[src/rtl/zoom_frame_serializer.sv]
// Streams one packed NLARGURA x NALTURA frame out pixel by pixel in raster order, with a
// one-frame shadow buffer. Optional per-frame checksum ports enabled by ZOOM_CHECKSUM_EN.
module zoom_frame_serializer #(
    parameter int unsigned NLARGURA = 2,
    parameter int unsigned NALTURA  = 2,
    parameter int unsigned PIXEL_W  = 8
) (
    input  logic                                   clock,
    input  logic                                   reset,
    input  logic [NLARGURA*NALTURA*PIXEL_W-1:0]    frame_in,
    input  logic                                   frame_valid,
    output logic                                   frame_ready,
    output logic [PIXEL_W-1:0]                     pix_data,
    output logic                                   pix_valid,
    input  logic                                   pix_ready,
    output logic                                   pix_sof,
    output logic                                   pix_eol,
    output logic                                   pix_eof,
    output logic                                   busy
`ifdef ZOOM_CHECKSUM_EN
    ,
    output logic [15:0]                            frame_sum,
    output logic                                   frame_sum_valid
`endif
);

    localparam int unsigned NPIX    = NLARGURA * NALTURA;
    localparam int unsigned FRAME_W = NPIX * PIXEL_W;
    localparam int unsigned MAXD    = (NLARGURA > NALTURA) ? NLARGURA : NALTURA;
    localparam int unsigned CW      = $clog2(MAXD + 1);

    typedef enum logic {StIdle, StStream} state_t;

    state_t               state_q, state_d;
    logic [FRAME_W-1:0]   active_q, active_d;
    logic [FRAME_W-1:0]   shadow_q, shadow_d;
    logic                 shadow_full_q, shadow_full_d;
    logic [CW-1:0]        linha_q, linha_d;
    logic [CW-1:0]        coluna_q, coluna_d;
    logic                 ready_en_q;
    logic                 accept, pix_hs, col_last, row_last, frame_last;
    logic [PIXEL_W-1:0]   pix_cur;
    int unsigned          pix_idx;

    assign col_last   = (coluna_q == CW'(NLARGURA - 1));
    assign row_last   = (linha_q == CW'(NALTURA - 1));
    assign frame_last = col_last & row_last;

    // ready_en_q keeps frame_ready low during reset and until the first edge after release
    assign frame_ready = ready_en_q & ((state_q == StIdle) | ~shadow_full_q);
    assign accept      = frame_valid & frame_ready;
    assign pix_valid   = (state_q == StStream);
    assign busy        = pix_valid;
    assign pix_hs      = pix_valid & pix_ready;

    always_comb begin
        pix_idx = NLARGURA * 32'(linha_q) + 32'(coluna_q);
        pix_cur = '0;
        for (int unsigned k = 0; k < NPIX; k++) begin
            if (k == pix_idx) begin
                pix_cur = active_q[(NPIX-1-k)*PIXEL_W +: PIXEL_W];
            end
        end
    end

    assign pix_data = pix_valid ? pix_cur : '0;
    assign pix_sof  = pix_valid & (linha_q == '0) & (coluna_q == '0);
    assign pix_eol  = pix_valid & col_last;
    assign pix_eof  = pix_valid & frame_last;

    always_comb begin
        state_d       = state_q;
        active_d      = active_q;
        shadow_d      = shadow_q;
        shadow_full_d = shadow_full_q;
        linha_d       = linha_q;
        coluna_d      = coluna_q;
        unique case (state_q)
            StIdle: begin
                if (accept) begin
                    active_d = frame_in;
                    linha_d  = '0;
                    coluna_d = '0;
                    state_d  = StStream;
                end
            end
            StStream: begin
                if (pix_hs && frame_last) begin
                    linha_d  = '0;
                    coluna_d = '0;
                    // Next frame takes over on the same edge so the stream has no bubble
                    if (shadow_full_q) begin
                        active_d      = shadow_q;
                        shadow_full_d = 1'b0;
                    end else if (accept) begin
                        active_d = frame_in;
                    end else begin
                        state_d = StIdle;
                    end
                end else begin
                    if (pix_hs) begin
                        if (col_last) begin
                            coluna_d = '0;
                            linha_d  = linha_q + 1'b1;
                        end else begin
                            coluna_d = coluna_q + 1'b1;
                        end
                    end
                    if (accept) begin
                        shadow_d      = frame_in;
                        shadow_full_d = 1'b1;
                    end
                end
            end
            default: state_d = StIdle;
        endcase
    end

    always_ff @(posedge clock or posedge reset) begin
        if (reset) begin
            state_q       <= StIdle;
            active_q      <= '0;
            shadow_q      <= '0;
            shadow_full_q <= 1'b0;
            linha_q       <= '0;
            coluna_q      <= '0;
            ready_en_q    <= 1'b0;
        end else begin
            state_q       <= state_d;
            active_q      <= active_d;
            shadow_q      <= shadow_d;
            shadow_full_q <= shadow_full_d;
            linha_q       <= linha_d;
            coluna_q      <= coluna_d;
            ready_en_q    <= 1'b1;
        end
    end

`ifdef ZOOM_CHECKSUM_EN
    logic [15:0] sum_q;
    logic [15:0] sum_next;

    assign sum_next = sum_q + 16'(pix_cur);

    always_ff @(posedge clock or posedge reset) begin
        if (reset) begin
            sum_q           <= '0;
            frame_sum       <= '0;
            frame_sum_valid <= 1'b0;
        end else begin
            frame_sum_valid <= 1'b0;
            if (pix_hs) begin
                if (frame_last) begin
                    frame_sum       <= sum_next;
                    frame_sum_valid <= 1'b1;
                    sum_q           <= '0;
                end else begin
                    sum_q <= sum_next;
                end
            end
        end
    end
`endif

endmodule

[config.mk]
export PLATFORM = sky130hd
export DESIGN_NAME = zoom_frame_serializer
export DESIGN_NICKNAME = d
export VERILOG_FILES = /design/src/rtl/zoom_frame_serializer.sv
export SDC_FILE = /design/constraint.sdc
export NUM_CORES = 1
export LEC_CHECK = 0
export ABC_AREA = 1
export CAP_MARGIN = 40
export CORE_MARGIN = 1
export CORE_UTILIZATION = 49
export CTS_CLUSTER_DIAMETER = 150
export DETAILED_ROUTE_END_ITERATION = 8
export GPL_TIMING_DRIVEN = 0
export PLACE_DENSITY = 0.76
export SLEW_MARGIN = 20
export SYNTH_ARGS = -nofsm -noshare
export SYNTH_HDL_FRONTEND = slang
export SYNTH_SLANG_ARGS = --single-unit
[constraint.sdc]
create_clock -name clock -period 2.1 [get_ports clock]
set_clock_uncertainty 0.15 [all_clocks]
set_input_delay 0.21 -clock clock [delete_from_list [all_inputs] [get_ports clock]]
set_output_delay 0.21 -clock clock [all_outputs]
set_load 0.05 [all_outputs]
==> results of run 1 <==
report_power, final:
group	switching, mW	total [mW]	internal, mW
logic	2.85	4.47	1.61
registers	0.355	2.38	2.02
clock network	0.514	1.42	0.908
total	3.72	8.26	4.54
state kept, by name, indices dropped and copies added (netlist names):
signal and cells:
linha_q 2, shadow_full_q 1, coluna_q 2, busy 1, active_q 32, shadow_q 32, ready_en_q 1
area by class of cell:
type	instances	area, µm²	share of cell area (%)
clock buffers	10	128	2.72
clock inverters	6	133	2.83
well taps	96	120	2.56
inverters	74	282	6.01
plain buffers	25	135	2.88
repair buffers	56	582	12.4
flip-flops and latches	71	1780	38.0
multi-input cells	309	1530	32.6
how the worst max path moves through the flow:
stage | slack (ns) | startpoint | cells after the start | to
after floorplan | -0.07 | busy | 3 | pix_eol
final | -0.14 | linha_q[0] | 7 | pix_data[1]
after detailed placement | -0.78 | linha_q[0] | 8 | pix_data[7]
after CTS | -0.14 | linha_q[0] | 7 | pix_data[3]
after global placement | -0.73 | linha_q[0] | 8 | pix_data[5]
after global routing | -0.22 | linha_q[0] | 7 | pix_data[0]
cell usage in the layout (no fill, tap or decap), types with 6 or more instances in the layout:
cell type,synthesis,final
sky130_fd_sc_hd__a21oi_2,0,7
sky130_fd_sc_hd__buf_2,8,12
sky130_fd_sc_hd__buf_4,6,9
sky130_fd_sc_hd__buf_6,0,9
sky130_fd_sc_hd__clkbuf_1,8,6
sky130_fd_sc_hd__clkbuf_8,0,9
sky130_fd_sc_hd__clkdlybuf4s50_1,0,36
sky130_fd_sc_hd__dfrtp_1,71,69
sky130_fd_sc_hd__inv_1,73,72
sky130_fd_sc_hd__nand2_1,181,177
sky130_fd_sc_hd__nand3_1,8,6
sky130_fd_sc_hd__nor2_2,0,9
sky130_fd_sc_hd__o211ai_1,7,7
sky130_fd_sc_hd__o21ai_0,34,27
sky130_fd_sc_hd__o21ai_1,11,18
sky130_fd_sc_hd__o22ai_1,32,32
stage by stage:
stage / std cells / utilization [%] / setup TNS [ns] / setup slack, ns / cell area, µm²
6_report: 647 / 67.8 / -0.938 / -0.143 / 4680
5_1_grt: 647 / 67.8 / -1.65 / -0.219 / 4680
4_1_cts: 647 / 67.5 / -0.973 / -0.137 / 4660
3_5_place_dp: 626 / 61.6 / -7.75 / -0.778 / 4260
3_3_place_gp: 624 / 61.1 / -6.82 / -0.733 / 4220
2_1_floorplan: 479 / - / -0.132 / -0.0707 / 3610
per-layer routing:
metal / part of all wire (%) / vias to the layer above / wire length, µm / GRT usage [%]
met1: 46 / 1539 / 4160 / 37.8
met5: 0 / - / 0 / 0
met3: 4.2 / 18 / 383 / 3.70
li1: - / 1630 / - / -
met4: 2.6 / 0 / 235 / 12.5
met2: 47 / 97 / 4280 / 41.3
worst register-to-register path, cell delays in order, from the launching register on:
cell                      delay (ns)
sky130_fd_sc_hd__dfrtp_2        0.49
sky130_fd_sc_hd__nand2_4        0.17
sky130_fd_sc_hd__nand3_2        0.18
sky130_fd_sc_hd__buf_2          0.26
sky130_fd_sc_hd__buf_2          0.22
sky130_fd_sc_hd__o22ai_1        0.19
sky130_fd_sc_hd__nand2_1        0.10
sky130_fd_sc_hd__nand2_1        0.08
sky130_fd_sc_hd__inv_1          0.03
what timing repair did:
| item | CTS | global route |
|---|---|---|
| resized for setup | 97 | 21 |
| endpoints found under the setup margin | 19 | 54 |
| pin swaps | 3 | 4 |
| hold buffers | 0 | 0 |
| setup buffers | 5 | 0 |
kinds of logic after synthesis:
kind of cell	synth area share, %
and+or+nand+nor	22.8
buffers and inverters	11.3
AOI/OAI and AO/OA	14.9
DFF	49.8
adders and majority gates	1.05
other	0.105
==> results, run 1 <==
- The critical path is of the reg2out type.
- For this design the top-level I/O count stands at 50.
- Of the cells placed in the final design, the portion with a size suffix greater than 1 is 15.4%.
- STA classifies the critical path endpoint as a primary output.
- The critical path goes through ha_4 > nor2_4 > nor3b_4 > buf_6 > a21oi_1 > nor2_2 > buf_6.
- The later pin in the worst-skew pair is clocked with a latency of 0.35 ns.
- At the pin with the least slew margin, the transition time is 0.513 ns.
- The effective utilization at floorplan is 51.7%.
- In the synthesized netlist the async set-or-reset flop fraction comes to 100%.
- The buffering stage count on the worst path with inverters included is 2.
- The stage delay of the slowest cell on the critical path is 0.42 ns.
- The area growth from synthesis to layout is 31.2%.
- Summed over all layers, the global routing overflow is 0.
- The worst IR drop on VDD is 0.000758 V.
- By area the synthesized netlist is led by sky130_fd_sc_hd__dfrtp_1, sky130_fd_sc_hd__nand2_1, sky130_fd_sc_hd__inv_1.
- The CTS tree is done.
- Once detail routing completed, the nets flagged for antenna violations numbered 0.
- The kind of path behind the tightest hold check is in2async.
- The final-report max-slew violation count is 0.
- The cell leakage power is 2.44 nW.
- The die covers 7630 µm².
- After clock tree synthesis, the clock-pin slew on the worst setup and hold paths is 0.08 ns.
- The count of standard-cell rows is 30.
- The synthesized netlist contains 22 unique library cells.
- The filler cell count in the final layout is 584.
- In the final routed layout, each cell accounts on average for 14.0 µm.
- The required time reported for the critical path endpoint is 1.74 ns.
- The number of global-route vias before repair is 3291.
- In the routed design, unresolved DRC markers number 0.
- The synthesized design spends more area on one cell type than any other, namely sky130_fd_sc_hd__dfrtp_1.
- The number of warning messages in the yosys log is 0.
- Counting instances in the post-synthesis netlist gives the leading cell types as sky130_fd_sc_hd__nand2_1, sky130_fd_sc_hd__inv_1, sky130_fd_sc_hd__dfrtp_1.
- Synthesis handed over a netlist of 479 instances.
- The total count of hold-check failures in the final report is 0.
- The synthesized area is 3570 µm².
- The post-route worst hold slack is 0.00582 ns.
- After detailed routing, the number of vias per cell comes to 5.08.
- The remaining max-slew budget at the tightest pin is 65.8%.
- The tree built by TritonCTS fans out to 71 sinks.
- The reg-to-reg setup timing slack is 0.13 ns.
- Power spread over the standard cell area amounts to 1760 nW/µm².
- The number of clock buffers added by TritonCTS is 9.
- The library cell appearing most often on the critical path is sky130_fd_sc_hd__buf_6.
- The total power is 8.26 mW.
- The first global-routing pass estimated 15500 µm of wire.
- The reg-to-reg startpoint is busy.
- The violation count after the first detailed-routing iteration is 176.
- Sequential cells were found to cover 49.8% of the synthesized design area.
- The slowest cell on the critical path is sky130_fd_sc_hd__dfrtp_1.
- The count of flip-flops with a built-in enable after synthesis is 0.
- The clock period minus worst slack is 2.24 ns.
- The total area inside the core boundary comes to 6910 µm².
- The startpoint kind of the worst setup timing path is a flop.
- The total detailed-routing wirelength is 9070 µm.
- Once routing completed, OpenROAD measured the worst setup slack at -0.143 ns.
- CTS placed an instance of sky130_fd_sc_hd__clkbuf_8 at the clock tree root.
- Dividing the synthesized area by the synthesized cell count gives 7.45 µm².
- Setup repair after global routing could not meet its margin everywhere.
- The die is 87.4 µm tall.
- The detailed router placed 3284 vias in this run.
- The most repeated cell in the gate-level netlist after synthesis is sky130_fd_sc_hd__nand2_1.
- The worst register-to-register path ends at active_q[4].
- In this run the worst path has a maximum fanout of 7.
- The tool flagged a number of max-cap violations equal to 0.
- The maximum number of pins on one net before global-route repair is 32.
- The family of cells with the greatest summed delay on the critical path is simple AND/OR/NAND/NOR gates.
- The repair_antennas step left the layout with diodes totalling 0.
- The half-perimeter wire length after placement is 6510 µm.
- The number of buffers added on ports is 49.
- The floorplan step set the die width to 87.4 µm.
- The final reports fail on negative setup slack.
- Setup violations remaining at the end of the flow were counted as 8.
- The number of antenna violations at the first check in global routing was 0.
- The first detailed-routing pass took 5 iterations.
- For the worst flop-to-flop path, the logic depth is 8.
- Timing would allow up to 446 MHz.
- The area share of the largest cell type after synthesis is 49.8%.
- The run finished, with violations left.
- The number of levels the H-tree was split into is 3.
- The data arrival time of the critical path is 1.88 ns.
- In the synthesized netlist the dominant register cell turns out to be sky130_fd_sc_hd__dfrtp_1.
- The synthesized design contains 71 register bits.
- The post-synthesis net count is 518.
- The final layout contains 585 nets.
- Global routing used 26.9% of the available tracks.
- The longest clock path from root to sink contains 2 buffers.
- The final clock period utilization by the worst path is 107%.
- The weighted congestion reported at the end of routability-driven placement is 0.814.
Note: power is estimated with default switching activity, not from simulation.
==> inputs of run 2 (changes only) <==
--- a/config.mk
+++ b/config.mk
@@ -9,7 +9,6 @@
 export CAP_MARGIN = 40
 export CORE_MARGIN = 1
 export CORE_UTILIZATION = 49
-export CTS_CLUSTER_DIAMETER = 150
 export DETAILED_ROUTE_END_ITERATION = 8
 export GPL_TIMING_DRIVEN = 0
 export PLACE_DENSITY = 0.76
==> results of run 2 <==
Final layout, timing and power as in run 1 (identical DEF).
==> inputs of run 3 (changes only) <==
--- a/config.mk
+++ b/config.mk
@@ -8,10 +8,11 @@
 export ABC_AREA = 1
 export CAP_MARGIN = 40
 export CORE_MARGIN = 1
-export CORE_UTILIZATION = 49
+export CORE_UTILIZATION = 50
+export CTS_BUF_LIST = sky130_fd_sc_hd__clkbuf_4 sky130_fd_sc_hd__clkbuf_8
 export DETAILED_ROUTE_END_ITERATION = 8
 export GPL_TIMING_DRIVEN = 0
-export PLACE_DENSITY = 0.76
+export PLACE_DENSITY = 0.77
 export SLEW_MARGIN = 20
 export SYNTH_ARGS = -nofsm -noshare
 export SYNTH_HDL_FRONTEND = slang
==> run 3 against run 2 <==
Global-route usage grew 0.090 points. Power shrank 2.2%. Core utilization up 0.71 points. First-iteration DRC count is 17% higher. Routed wire length up 1.4%. Final cell count up 0.31%. Hold slack gained 0.074 ns. Clock-buffer cell count unchanged. Maximum frequency shrank 2.7%. Via count grew 0.30%. Sequential share of layout area about the same. The flow still finishes with violations (negative setup slack).
==> results, run 3 (same netlist as run 1, synthesis figures left out) <==
- The flow ran to the end, but the final reports show violations.
- The checks that failed: negative setup slack.
- The I/O pin total is 50.
- Global routing consumed, on the met2 layer, 41.9% of the routing resources.
- The reg-to-reg setup timing slack is 0.13 ns.
- The category of the most critical setup path is reg2out.
- Entering global routing, the biggest net connects 27 pins.
- The net switching share of the total power is 47.4%.
- The first-pass GRT wire length is 15300 µm.
- Setup repair after global routing could not meet its margin everywhere.
- Leaving out fill and tap cells, the most frequent cell in the layout is sky130_fd_sc_hd__nand2_1.
- The largest registers in the layout are active_q (32), shadow_q (32).
- Summed over all layers, the global routing overflow is 0.
- Internal power comes to 4.26 mW.
- The number of inserted diodes is 0.
- The share of total power in combinational logic is 56.9%.
- The part of the power in the clock network is 13.6%.
- For this design the total switching power over the nets is 3.83 mW.
- Wires add up to 9190 µm.
- The die extent in y is 86.5 µm.
- The count of standard-cell rows is 30.
- The CTS tree is done.
- At the pin with the least slew margin, the transition time is 0.515 ns.
- Leaving out fill and tap cells, the most frequent cells in the layout are sky130_fd_sc_hd__nand2_1, sky130_fd_sc_hd__inv_1, sky130_fd_sc_hd__dfrtp_1.
- After detailed routing, the average wire length per cell comes to 14.2 µm.
- In this run the horizontal extent of the chip is 86.5 µm.
- Compared with the post-synthesis result, the final layout area differs by 31.2%.
- The clock period minus worst slack is 2.31 ns.
- For this run, global-route usage on met1 was measured as 37.8%.
- Setup violations remaining at the end of the flow were counted as 8.
- The cell count of the worst reg-to-reg path is 8.
- Based on the critical path, the design can be clocked at up to 434 MHz.
- The number of nets in the finished design is 587.
- The worst setup path is captured at a primary output.
- The source of the critical timing path is linha_q[0].
- The number of global-route vias before repair is 3256.
- The number of antenna violations at the first check in global routing is 0.
- After routing the design area is 4680 µm².
- The accumulated negative setup slack is -1.43 ns.
- The worst setup path is launched from a flop.
- The weighted congestion reported at the end of routability-driven placement is 0.783.
- The remaining max-slew budget at the tightest pin is 65.7%.
- The total cell area at the placement stage is 4260 µm².
- The met3 usage is 5.71%.
- The largest fanout on the critical path is 7.
- The total count of hold-check failures in the final report is 0.
- The total of max-cap violations is 0.
- The fraction of layout cells with a size suffix above 1 is 17.7%.
- The violation count after the first detailed-routing iteration is 206.
- The die covers 7480 µm².
- The kind of path behind the tightest hold check is in2async.
- Of the available clock period, the critical path in the final layout requires 110%.
- At the later pin of the worst-skew pair, clock insertion delay measures 0.35 ns.
- The number of remaining DRC errors is 0.
- For this block, the via count after detailed routing is 3294.
- The number of buffers on the longest clock path is 2.
- The end of the worst register-to-register path is shadow_q[24].
- The initial utilization of the core area, before any placement, comes to 52.3%.
- Using the TritonRoute via totals, the vias-per-cell ratio works out to 5.08.
- The placeable core area is 6830 µm².
- The total routing usage reported by global routing is 27.0%.
- In this run the power density over the cells is 1730 nW/µm².
- Before antenna repair, the detailed router went through 4 iterations.
- For the worst setup path, the data required time is 1.74 ns.
- The number of buffers created by CTS is 9.
- Detailed placement finished with a half-perimeter wire length of 6320 µm.
- Registers are responsible for 29.5% of the overall power.
- The number of buffers added on ports is 49.
- The cell chosen for the clock root is sky130_fd_sc_hd__clkbuf_8.
- The H-tree was split into 3 levels.
- The clock transition at the register clock pins on the worst setup and hold paths after CTS is 0.07 ns.
- The final-report max-slew violation count was 0.
- The global routing stage identified its most utilized layer as met2.
- The worst path setup slack after routing is -0.205 ns.
- The clock sink count is 71.
- The worst-case IR drop observed on VDD is 0.000739 V.
- The reg-to-reg startpoint is linha_q[0].
- The remaining antenna violation count is 0.
- Summed over all cells, the static leakage comes to 2.43 nW.
- The data arrival time of the critical path is 1.95 ns.
- In this run, post-CTS hold repair placed 0 buffers.
## run 3: changes by cell type in the layout (fill, tap and decap cells not counted), moves of 2 or more
cell,previous run,this run
sky130_fd_sc_hd__buf_6,9,11
sky130_fd_sc_hd__bufinv_16,4,1
sky130_fd_sc_hd__clkinv_2,1,3
sky130_fd_sc_hd__o21ai_1,18,11
sky130_fd_sc_hd__o21ai_2,0,6
sky130_fd_sc_hd__clkinvlp_4,2,4
## run 3: worst max-delay path by stage
stage / end / slack (ns) / cells after the start
6_report: pix_data[1] / -0.21 / 7
3_3_place_gp: pix_data[7] / -0.80 / 8
5_1_grt: pix_data[1] / -0.29 / 8
3_5_place_dp: pix_data[7] / -0.87 / 8
4_1_cts: pix_data[1] / -0.18 / 7
2_1_floorplan: pix_eol / -0.07 / 3
## run 3: layout make-up
class                      count  area (µm²)
fill                         559        2150
sequential                    71        1780
multi-input combinational    309        1570
timing repair buffer          58         592
inverter                      74         285
clock buffer                  10         138
buffer                        25         133
tap                           96         120
clock inverter                 6        60.1
## run 3: critical path: stages, from the launching register on
cell	delay, ns
sky130_fd_sc_hd__dfrtp_2	0.44
sky130_fd_sc_hd__ha_4	0.17
sky130_fd_sc_hd__nor2_4	0.20
sky130_fd_sc_hd__nor3b_4	0.23
sky130_fd_sc_hd__buf_6	0.18
sky130_fd_sc_hd__a21oi_2	0.09
sky130_fd_sc_hd__nor2_2	0.12
sky130_fd_sc_hd__buf_6	0.17
## run 3: per-layer routing
metal	wire length [µm]	part of all wire, %	vias up
li1	-	-	1636
met1	4170	45	1537
met2	4320	47	102
met3	468	5.1	19
met4	234	2.5	0
met5	0	0	-
## run 3: through the flow
stage,power [mW],setup WS (ns),hold WS [ns],util (%),cells
floorplan,5.22,-0.0707,0.177,-,479
global route,8.69,-0.293,0.118,68.5,649
global placement,6.23,-0.802,0.310,61.7,624
detailed placement,6.36,-0.871,0.317,62.3,626
finish,8.09,-0.205,0.0796,68.5,649
CTS,7.83,-0.178,0.0843,67.3,647
## run 3: power by group through the flow
stage                     Sequential (mW)  Combinational [mW]  Clock (mW)
after CTS                            2.35                4.37        1.11
after global routing                 2.45                5.07        1.17
final                                2.38                4.60        1.10
after global placement               2.32                3.91           0
after detailed placement             2.35                4.01           0
after floorplan                      2.28                2.94           0
## run 3: timing repair
| action | in CTS | in global routing |
|---|---|---|
| pin swaps | 9 | 8 |
| resized for setup | 103 | 28 |
| buffers inserted | 5 | 2 |
| setup endpoints to repair | 13 | 45 |
